File: src/rtl/pipeline_sequencer_pkg.sv
// Shared state encodings and timing constants for the pipeline run/halt/step
// sequencer.
package pipeline_sequencer_pkg;

  typedef enum logic [2:0] {
    S_RESET_HOLD = 3'd0,
    S_RUN        = 3'd1,
    S_DRAIN      = 3'd2,
    S_HALTED     = 3'd3,
    S_STEP       = 3'd4
  } seq_state_t;

  // One drain cycle each for ID/EX, EX/MEM and MEM/WB.
  localparam int DRAIN_LEN = 3;
  localparam int DRAIN_W   = 2;

  function automatic logic is_issue_state(input seq_state_t s);
    return (s == S_RUN) || (s == S_STEP);
  endfunction

endpackage

File: src/rtl/load_use_detector.sv
// Flags a load in EX whose destination feeds either source of the instruction in ID.
module load_use_detector (
  input  logic       ID_EX_mem_read,
  input  logic [4:0] ID_EX_rt,
  input  logic [4:0] IF_ID_rs,
  input  logic [4:0] IF_ID_rt,
  output logic       lu
);

  // $zero is never a real dependency.
  assign lu = ID_EX_mem_read && (ID_EX_rt != 5'd0) &&
              ((ID_EX_rt == IF_ID_rs) || (ID_EX_rt == IF_ID_rt));

endmodule

File: src/rtl/pipeline_sequencer.sv
// Run/halt/single-step sequencer and load-use stall controller driving the
// PC, IF/ID and hazard-mux controls of the five-stage datapath.
module pipeline_sequencer
  import pipeline_sequencer_pkg::*;
#(
  parameter int HOLD_CYCLES  = 4,
  parameter bit START_HALTED = 1'b0,
  parameter int CNT_W        = 16
) (
  input  logic             clk,
  input  logic             rst,
  input  logic             run_req,
  input  logic             halt_req,
  input  logic             step_req,
  input  logic             take_branch,
  input  logic             ID_EX_mem_read,
  input  logic [4:0]       ID_EX_rt,
  input  logic [4:0]       IF_ID_rs,
  input  logic [4:0]       IF_ID_rt,
  output logic             pc_write,
  output logic             IF_ID_write,
  output logic             IF_ID_flush,
  output logic             mux_hz_sel,
  output logic             halted,
  output logic             step_done,
  output logic [CNT_W-1:0] issue_cnt,
  output logic [CNT_W-1:0] stall_cnt
);

  localparam int HOLD_W = (HOLD_CYCLES > 1) ? $clog2(HOLD_CYCLES) : 1;
  localparam logic [HOLD_W-1:0]  HOLD_LAST  = HOLD_W'(HOLD_CYCLES - 1);
  localparam logic [DRAIN_W-1:0] DRAIN_LAST = DRAIN_W'(DRAIN_LEN - 1);

  seq_state_t         state;
  logic [HOLD_W-1:0]  hold_cnt;
  logic [DRAIN_W-1:0] drain_cnt;
  logic               step_active;
  logic               lu;
  logic               issuing;

  load_use_detector u_lud (
    .ID_EX_mem_read (ID_EX_mem_read),
    .ID_EX_rt       (ID_EX_rt),
    .IF_ID_rs       (IF_ID_rs),
    .IF_ID_rt       (IF_ID_rt),
    .lu             (lu)
  );

  assign issuing = is_issue_state(state);

  always_ff @(posedge clk or posedge rst) begin
    if (rst) begin
      state       <= S_RESET_HOLD;
      hold_cnt    <= '0;
      drain_cnt   <= '0;
      step_active <= 1'b0;
      halted      <= 1'b0;
      step_done   <= 1'b0;
      issue_cnt   <= '0;
      stall_cnt   <= '0;
    end else begin
      step_done <= 1'b0;
      halted    <= 1'b0;

      if (issuing) begin
        if (lu) stall_cnt <= stall_cnt + 1'b1;
        else    issue_cnt <= issue_cnt + 1'b1;
      end

      case (state)
        S_RESET_HOLD: begin
          if (hold_cnt == HOLD_LAST) begin
            if (START_HALTED) begin
              state  <= S_HALTED;
              halted <= 1'b1;
            end else begin
              state <= S_RUN;
            end
          end else begin
            hold_cnt <= hold_cnt + 1'b1;
          end
        end

        S_RUN: begin
          if (halt_req) begin
            state     <= S_DRAIN;
            drain_cnt <= '0;
          end
        end

        S_DRAIN: begin
          if (drain_cnt == DRAIN_LAST) begin
            state  <= S_HALTED;
            halted <= 1'b1;
            if (step_active) begin
              step_done   <= 1'b1;
              step_active <= 1'b0;
            end
          end else begin
            drain_cnt <= drain_cnt + 1'b1;
          end
        end

        S_HALTED: begin
          if (run_req) begin
            state <= S_RUN;
          end else if (step_req) begin
            state       <= S_STEP;
            step_active <= 1'b1;
          end else begin
            halted <= 1'b1;
          end
        end

        S_STEP: begin
          // The step's one instruction leaves IF/ID on the first stall-free cycle.
          if (!lu) begin
            state     <= S_DRAIN;
            drain_cnt <= '0;
          end
        end

        default: begin
          state    <= S_RESET_HOLD;
          hold_cnt <= '0;
        end
      endcase
    end
  end

  // Freeze keeps IF/ID intact so the held instruction re-issues on resume.
  always_comb begin
    pc_write    = 1'b0;
    IF_ID_write = 1'b0;
    IF_ID_flush = 1'b0;
    mux_hz_sel  = 1'b1;
    if (issuing && !lu) begin
      pc_write    = 1'b1;
      IF_ID_write = 1'b1;
      IF_ID_flush = take_branch;
      mux_hz_sel  = 1'b0;
    end
  end

endmodule

File: config.mk
export PLATFORM = sky130hd
export DESIGN_NAME = pipeline_sequencer
export DESIGN_NICKNAME = d
export VERILOG_FILES = /design/src/rtl/pipeline_sequencer_pkg.sv /design/src/rtl/load_use_detector.sv /design/src/rtl/pipeline_sequencer.sv
export SDC_FILE = /design/constraint.sdc
export NUM_CORES = 1
export LEC_CHECK = 0
export ABC_AREA = 1
export CORE_ASPECT_RATIO = 0.8
export CORE_MARGIN = 5
export CORE_UTILIZATION = 30
export DETAILED_ROUTE_END_ITERATION = 10
export GPL_ROUTABILITY_DRIVEN = 0
export PLACE_DENSITY = 0.56
export SETUP_SLACK_MARGIN = 0.4
export SYNTH_ARGS = -nofsm -noshare
export SYNTH_HDL_FRONTEND = slang
export SYNTH_SLANG_ARGS = --single-unit
File: constraint.sdc
create_clock -name clk -period 1.4 [get_ports clk]
set_input_delay 0.21 -clock clk [delete_from_list [all_inputs] [get_ports clk]]
set_output_delay 0.21 -clock clk [all_outputs]
set_load 0.05 [all_outputs]
# Word-level counts from Yosys, hierarchy flattened
# Cells that the tools add are included.
# totals
regBits,42
in_bits,22
out_inout_bits,38
# op_classes
n_addsub,4
n_eq_ne,17
mux,27
bitwise_logic,2
n_reduce_logical,17
# ops
op,count
"16-bit by 1-bit adder with 16-bit output, second input constant",2
3-bit two-way mux,6
"2-bit != test, second input constant",8
3-bit one-hot mux with 5 select lines,1
1-bit two-way mux,12
5-bit == test,2
2-bit two-way mux,4
4-bit AND reduction,2
"3-bit by 2-bit == test with 1-bit output, second input constant",2
2-bit one-hot mux with 3 select lines,1
2-bit AND reduction,3
5-bit AND reduction,1
5-bit nonzero test,1
"2-bit by 1-bit adder with 2-bit output, second input constant",2
"2-bit == test, second input constant",2
1-bit one-hot mux with 2 select lines,2
2-bit one-hot mux with 2 select lines,1
4-bit OR reduction,1
"3-bit by 1-bit == test with 1-bit output, second input constant",1
"3-bit == test, second input constant",1
1-bit logical AND,3
3-bit logical NOT,1
"3-bit != test, second input constant",1
3-bit nonzero test,1
other kinds (4),6

# Logic depth before layout (Yosys ltp)
# Gate-level depths: netlist of run 1.
# logic_depth
word_depth,6
ltp_mapped,12

# By module
# From an unflattened synthesis of run 1, not the netlist that was laid out.
# hier_totals
hier_cells,316
hier_area_um2,2456.1
# by_module_without_submodules
module,instances,cells_each,area_each_um2,seq_area_each_um2
pipeline_sequencer,1,271,2260.9,1051.0
load_use_detector,1,45,195.2,0.0

# Worst setup path before layout of run 1
# OpenSTA, ideal clock, no wires.
# synth_path
kind,register to output
start,reg state[1]
end,out IF_ID_flush
arrival_time_ns,1.750
required_ns,1.190
setup_slack_ns,-0.560
stages_incl_launch_ff,7
n_path_buf,1
path_cell_list,dfrtp_1 -> o21ai_1 -> o21ai_2 -> inv_2 -> nand2_4 -> buf_6 -> nor2_1
# synth_between
elab_chain_cells,4
word_cells_on_any_way,5
# synth_rtl
item,line_no,source
start: declaration,pipeline_sequencer.sv:34,seq_state_t state;
start signal: assignment,pipeline_sequencer.sv:53,state <= S_RESET_HOLD;
start signal: assignment,pipeline_sequencer.sv:74,state <= S_HALTED;
start signal: assignment,pipeline_sequencer.sv:77,state <= S_RUN;
3-bit by 1-bit == test with 1-bit output or 3-bit == test (tied branches),pipeline_sequencer_pkg.sv:18,return (s == S_RUN) || (s == S_STEP);
1-bit logical OR (*),pipeline_sequencer_pkg.sv:18,
1-bit logical AND (*),pipeline_sequencer.sv:137,if (issuing && !lu) begin
1-bit two-way mux (*),pipeline_sequencer.sv:137,
end: declaration,pipeline_sequencer.sv:22,"output logic IF_ID_flush,"
# Every way passes the cells marked *; elsewhere a longest branch is shown, timed or not.

# Worst setup path in the final report of run 1
# Same ends and word-level chain as after synthesis.

==> impl_metrics.csv, run 1 <==
group,metric,value,unit
status,status,"finished with violations",
status,violations,"setup timing",
die,start_util,0.307,
cts,cts_buffers,5,
critical_path,cp-endpoint,"IF_ID_flush",
cts,clockBufferDepth,2,
route,drc,0,
global_routing,grt_util_all_layers,0.150,
logic_synthesis,synthTopCellsByArea,"dfrtp_1 (41%), nand2_1 (17%), inv_1 (6.2%)",
sta,max_freq,0.552,GHz
logic_synthesis,ys_seq_elements,42,
cts,cts_tree,"yes",
cts,holdBufCountCts,0,
power,switchingPower,0.00380,W
power,vdd_drop_max,0.970,mV
placement,pre_cts_slack,-0.494,ns
sta,finClkSkew,0.0188,ns
logic_synthesis,synth.avg_cell_area,7.27,sq um
placement,dp.cells,557,
route,ant_nets,0,
layout,layout.nets,517,
cts,h-tree-depth,2,
layout,n_antenna_cell,0,
die,core,0.00845,sq mm
cts,cts.clk_slew.worst_paths,0.11,ns
logic_synthesis,postSynthCellCount,357,
critical_path,worst_setup_path_end_kind,"output port",
route,vias,2730,
sta,setup_violations,39,
die,ios,60,
power,p_int,0.00478,W
route,routedWlPerCell,12.7,um
critical_path,timing.rr.end,"drain_cnt[1]",
sta,tightest_slew,0.399,ns
global_routing,grt_pass1_vias,2785,
logic_synthesis,synth_nets,383,
layout,fin_util,0.575,
die,die_h,93.2,um
logic_synthesis,netlist_area,0.00259,sq mm
critical_path,rrSetupSlack,-0.17,ns
sta,slew_violations,0,
route,drt_iter0_drc,55,
logic_synthesis,synth.distinct_cells,30,
critical_path,arrival,1.60,ns
global_routing,antenna_found_initial,0,
layout,synthToLayoutAreaGrowth,87.2,%
critical_path,rr_startpoint,"state[1]",
cts,clock_sinks,42,
critical_path,startpoint_type,"flip-flop",
critical_path,max_stage_delay,0.47,ns
die,die_area,0.0106,sq mm
critical_path,crit_required,1.19,ns
die,die_w,114,um
worst_hold_path,hold_class,"in2async",
logic_synthesis,yosysTopAreaCell,"dfrtp_1",
sta,hold_violations,0,
cts,clk_latency,0.32,ns
critical_path,cp_slowest_cell,"dfrtp_2",
power,p_leak,2.23,nW
die,rows,30,
route,first_pass_iters,4,
sta,relSlewSlack,0.734,
power,swShare,0.443,
global_routing,grt_start_max_net_pins,17,
placement,portBuffers,59,
power,seq_power_share,0.237,
global_routing,overflow,0,
placement,detailed_place_hpwl,5450,um
critical_path,path_max_fanout,4,
sta,fin_ws,-0.412,ns
logic_synthesis,yosys.area.top_type_share,0.405,
layout,drive_above_1_share,0.498,
sta,rsz0062_at_grt,"true",
cts,cts_root_buf,"clkbuf_8",
critical_path,startpoint,"state[1]",
route,routed_wl,7690,um
power,clock_power_share,0.103,
critical_path,crit_chain,"o21ai_4, o21ai_4, inv_2, nand2_4, buf_12, nor2_4, buf_12",
critical_path,rr_worst_depth,11,
power,combPwrFrac,0.660,
global_routing,grt_pass1_wl,13000,um
flow_run,drv_cap,0,
sta,period_share,1.29,
power,powerDensity,1770,mW/mm^2
layout,fin_cells,604,
logic_synthesis,ys_warn_count,0,
critical_path,path_class,"reg2out",
logic_synthesis,yosysSeqAreaShare,0.405,
sta,fin_crit,1.81,ns
route,vias_per_cell,4.52,
==> synthesized netlist by cell type <==
| master | instances |
|---|---|
| o21ai_1 | 1 |
| clkinv_2 | 1 |
| buf_4 | 1 |
| o21ai_0 | 22 |
| o22ai_1 | 1 |
| nor2_1 | 31 |
| inv_2 | 5 |
| nand2_2 | 3 |
| nor4_1 | 1 |
| dfrtp_1 | 42 |
| nor3_1 | 10 |
| o211ai_1 | 1 |
| buf_6 | 4 |
| or2_1 | 1 |
| nand4_1 | 7 |
| nor2_2 | 2 |
| nand2_1 | 119 |
| nand3b_1 | 2 |
| xnor2_1 | 12 |
| nand2_4 | 1 |
| o21ai_2 | 3 |
| nand3_2 | 1 |
| nand3_1 | 22 |
| ha_1 | 4 |
| xor2_1 | 12 |
| nand3_4 | 1 |
| and3_1 | 1 |
| or2_0 | 2 |
| inv_1 | 43 |
| inv_4 | 1 |
==> layout make-up <==
| class | instances | area (sq um) |
|---|---|---|
| clock buffer | 5 | 68.8 |
| clock inverter | 3 | 25.0 |
| fill | 752 | 3590 |
| inverter | 50 | 211 |
| multi-input combinational | 260 | 1640 |
| sequential | 42 | 1090 |
| tap | 112 | 140 |
| timing repair buffer | 129 | 1640 |
| timing repair inverter | 3 | 41.3 |
==> layer usage <==
| metal | track usage | part of all wire | up-vias |
|---|---|---|---|
| met2 | 0.259 | 0.51 | 45 |
| met3 | 0.0343 | 0.035 | 7 |
| met4 | 0.0297 | 0.0091 | 0 |
| li1 | - | - | 1389 |
| met5 | 0 | 0 | - |
| met1 | 0.193 | 0.44 | 1289 |
==> cell families after synthesis <==
| group | after synthesis | synth area share |
|---|---|---|
| AOI/OAI and AO/OA | 28 | 0.0598 |
| xor gates and xnor gates | 24 | 0.0810 |
| buffers and inverters | 55 | 0.0941 |
| DFF | 42 | 0.405 |
| adders and majority gates | 4 | 0.0193 |
| and+or+nand+nor | 204 | 0.341 |
==> critical path: cells and delay by family, from the launching register on <==
family          cells  cell delay, ns
simple gates        2            0.18
buf+inv             3            0.35
compound gates      2            0.28
flops               1            0.47
==> sequential cells by signal, indices dropped and copies added, names as in the netlist <==
name / flops
halted: 1
drain_cnt: 2
issue_cnt: 16
step_done: 1
step_active: 1
hold_cnt: 2
stall_cnt: 16
state: 3
==> through the flow <==
stage	cell area (sq um)	power (W)	hold WS [ns]	setup TNS [ns]
final	4860	0.00859	0.213	-4.28
after global routing	4860	0.00907	0.239	-7.25
after CTS	4670	0.00814	0.232	-2.70
after detailed placement	4200	0.00673	0.471	-18.12
after global placement	4200	0.00663	0.463	-17.40
after floorplan	2850	0.00455	0.200	-0.431
==> worst min path at each step <==
stage                 startpoint      endpoint  slack (ns)  cells past startpoint
floorplan                    rst  drain_cnt[0]        0.20                      1
CTS                          rst      state[2]        0.23                      2
finish                       rst      state[2]        0.21                      2
detailed placement   step_active   step_active        0.47                      2
global route                 rst      state[2]        0.24                      2
global placement    drain_cnt[1]  drain_cnt[1]        0.46                      2
==> power groups by stage <==
stage               sequential, W  combinational (W)  clock [W]
detailed placement        0.00202            0.00471          0
CTS                       0.00199            0.00526   0.000887
global placement          0.00201            0.00462          0
finish                    0.00203            0.00567   0.000883
global route              0.00208            0.00603   0.000961
floorplan                 0.00261            0.00193          0
==> timing repair <==
item                       in CTS  in global routing
gates cloned                    3                  0
buffers inserted               27                  9
pin swaps                      13                 13
gates resized for setup        61                 34
setup endpoints to repair      80                 80
==> cells in the final DEF (no fill, tap or decap), types with 3 or more instances in the layout <==
master	count
buf_4	41
nor2_1	22
nand3_2	8
dfrtp_2	34
nor3_1	5
inv_4	3
nand2_1	93
buf_12	43
o21ai_1	12
xor2_1	12
nor2_4	6
dfrtp_1	8
nand3_4	4
clkbuf_8	5
inv_1	34
nand2_4	5
o21ai_0	3
nor3_2	3
inv_2	11
buf_6	23
nand2_2	25
nand4_1	7
clkinv_8	3
xnor2_1	11
clkdlybuf4s50_1	7
nand3_1	12
nor2_2	5
dlygate4sd2_1	14
o21ai_2	9
No activity file was read; power rests on OpenSTA's default activity.
==> run 2: changes to the inputs <==
- SLEW_MARGIN: not set -> 20
==> results of run 2 <==
The final DEF is identical to that of run 1; final timing and power are the same.
==> run 3: changes to the inputs <==
- PLACE_DENSITY: 0.56 -> 0.57
- SYNTH_HIERARCHICAL: not set -> 1
==> run 3 against run 2 <==
Against the previous run: the flow still finishes with violations (setup timing); combinational power fell by 20%; sequential share of layout area is 1.1 points higher; utilization grew 0.48 points; synthesized cell count down 11%; global-route usage decreased by 1.2 points; flip-flop and latch count unchanged; wire length shrank 11%; first-iteration DRC count increased by 11%; worst hold slack improved by 0.11 ns; worst setup slack improved by 0.18 ns; largest power group unchanged.
==> impl_metrics.csv, run 3 <==
group,metric,value,unit
status,status,"finished with violations",
status,violations,"setup timing",
cts,cts.clk_slew.worst_paths,0.08,ns
critical_path,path_delay_family,"simple AND/OR/NAND/NOR gates",
placement,pre_cts_slack,-0.741,ns
route,routed_wl,6860,um
die,start_util,0.309,
logic_synthesis,synth-compound-area-share,0.0290,
critical_path,max_stage_delay,0.45,ns
placement,detailed_place_hpwl,4680,um
cts,clock_sinks,42,
logic_synthesis,yosysSeqAreaShare,0.428,
layout,layout.nets,473,
sta,finClkSkew,0.0107,ns
global_routing,antenna_found_initial,0,
global_routing,grt_start_max_net_pins,43,
logic_synthesis,synthTopCellsByArea,"dfrtp_1 (43%), nand2_1 (17%), nand3_1 (5.5%)",
critical_path,path_buf_inv,1,
die,rows,29,
sta,setup-tns-final,-4.18,ns
sta,fin_crit,1.63,ns
route,vias,2454,
power,powerDensity,1550,mW/mm^2
die,ios,60,
sta,period_share,1.16,
critical_path,crit_chain,"nor2_4, nand2_4, nand2_8, nand2_8, nor2_4, buf_8",
route,first_pass_iters,4,
layout,fin_cells,556,
flow_run,drv_cap,0,
logic_synthesis,yosysMostFrequentCell,"nand2_1",
logic_synthesis,ys_seq_elements,42,
logic_synthesis,synth_enable_flop_cells,0,
die,die_w,111,um
logic_synthesis,synth-main-ff-cell,"dfrtp_1",
route,routedWlPerCell,12.3,um
sta,rsz0062_at_grt,"true",
layout,design_area,0.00461,sq mm
critical_path,cp_slowest_cell,"dfrtp_2",
power,p_leak,2.19,nW
cts,h-tree-depth,2,
logic_synthesis,synth.avg_cell_area,7.77,sq um
sta,fin_ws,-0.231,ns
placement,dp.cells,506,
cts,cts_buffers,5,
global_routing,grt_pass1_vias,2531,
placement,portBuffers,59,
layout,n_antenna_cell,0,
critical_path,worst_setup_path_end_kind,"output port",
layout,synthToLayoutAreaGrowth,87.6,%
cts,cts_tree,"yes",
logic_synthesis,yosys.area_share.simple,0.382,
logic_synthesis,ys_warn_count,6,
sta,slew_violations,0,
layout,largestRegisters,"issue_cnt: 16 flops, stall_cnt: 16 flops, state: 3 flops",
logic_synthesis,yosysTopAreaCell,"dfrtp_1",
logic_synthesis,async_flop_share,1.00,
logic_synthesis,netlist_top_cells_count,"nand2_1 (110), dfrtp_1 (42), nor2_1 (33)",
route,ant_nets,0,
layout,n_fill_cell,684,
logic_synthesis,muxShareOfSynthArea,0,
sta,relSlewSlack,0.845,
critical_path,arrival,1.42,ns
sta,max_freq,0.613,GHz
critical_path,path_class,"reg2out",
route,drc,0,
cts,clockBufferDepth,2,
logic_synthesis,netlist_area,0.00246,sq mm
sta,tightest_slew,0.230,ns
die,core,0.00795,sq mm
die,die_h,90.9,um
layout,mostFrequentLayoutCells,"nand2_1 (99), buf_12 (41), buf_4 (39), dfrtp_2 (28), buf_6 (26)",
critical_path,crit_required,1.19,ns
logic_synthesis,synth_adder_area_share,0.0204,
global_routing,grt_pass1_wl,11800,um
global_routing,overflow,0,
global_routing,grt_util_all_layers,0.138,
route,drt_iter0_drc,61,
worst_hold_path,hold_class,"in2async",
placement,dpl_cell_area,0.00389,sq mm
logic_synthesis,postSynthCellCount,316,
logic_synthesis,yosys.area.top_type_share,0.428,
cts,cts_root_buf,"clkbuf_8",
critical_path,startpoint_type,"flip-flop",
logic_synthesis,synth_top_family_by_area,"simple AND/OR/NAND/NOR gates",
route,vias_per_cell,4.41,
layout,mostFrequentLayoutCell,"nand2_1",
power,vdd_drop_max,0.785,mV
critical_path,path_max_fanout,6,
logic_synthesis,synth_nets,342,
die,die_area,0.0101,sq mm
logic_synthesis,synthXorXnorAreaFrac,0.0774,
layout,drive_above_1_share,0.502,
sta,setup_violations,37,
cts,clk_latency,0.29,ns
sta,hold_violations,0,
logic_synthesis,synth.distinct_cells,24,
run 3: changes by cell type after synthesis, sizes merged, moves of 3 or more:
cell,change
nand3b,+8
nor2,+4
nand3,+4
inv,-12
buf,-3
nor3,-9
nand2,-9
o21ai,-15
run 3: per-stage QoR:
| step | hold slack, ns | utilization | power (W) |
|---|---|---|---|
| 3_5_place_dp | 0.462 | 0.489 | 0.00507 |
| 5_1_grt | 0.350 | 0.580 | 0.00757 |
| 3_3_place_gp | 0.460 | 0.489 | 0.00501 |
| 4_1_cts | 0.335 | 0.552 | 0.00671 |
| 2_1_floorplan | 0.201 | - | 0.00362 |
| 6_report | 0.323 | 0.580 | 0.00713 |
run 3: path summary, 6_finish.rpt:
path / from / to / slack, ns / depth (start not counted)
min in group clk: drain_cnt[1] / drain_cnt[1] / 0.48 / 2
max in group asynchronous: rst / stall_cnt[11] / 0.85 / 3
setup / recovery: state[1] / IF_ID_flush / -0.23 / 6
hold / removal: rst / state[1] / 0.32 / 3
setup reg to reg: state[0] / drain_cnt[0] / -0.19 / 9
hold reg to reg: drain_cnt[1] / drain_cnt[1] / 0.48 / 2
run 3: cell families after synthesis:
kind of cell,after synthesis
compound gates,13
xor+xnor,20
fa+ha+maj,4
buf+inv,39
flops,42
simple gates,198
run 3: power breakdown:
group / switching (W) / total (W) / internal (W)
clock: 0.000394 / 0.000749 / 0.000355
sequential: 0.000359 / 0.00185 / 0.00149
combinational: 0.00220 / 0.00453 / 0.00233
total: 0.00296 / 0.00713 / 0.00417
run 3: routing by layer:
metal	track usage	vias to the layer above	part of all wire
met5	0	-	0
met4	0.0203	0	0.0055
met3	0.0312	4	0.038
met2	0.230	44	0.50
met1	0.189	1158	0.46
li1	-	1248	-
run 3: worst min-delay path, delay by kind of cell:
kind                   cells  cell delay (ns)
buffers and inverters      3             0.78
run 3: cell type report:
| cell class | instances | area [sq um] | area share |
|---|---|---|---|
| timing repair buffer | 125 | 1590 | 0.345 |
| clock buffer | 8 | 80.1 | 0.0174 |
| tap | 108 | 135 | 0.0293 |
| multi-input combinational | 236 | 1560 | 0.338 |
| inverter | 37 | 158 | 0.0342 |
| sequential | 42 | 1090 | 0.236 |
run 3: what timing repair did:
item                       4_1_cts  5_1_grt
pin swaps                       31       17
resized for setup              141       31
setup buffers                   28       13
gates cloned                     1        0
hold buffers                     0        0
setup endpoints to repair       80       80
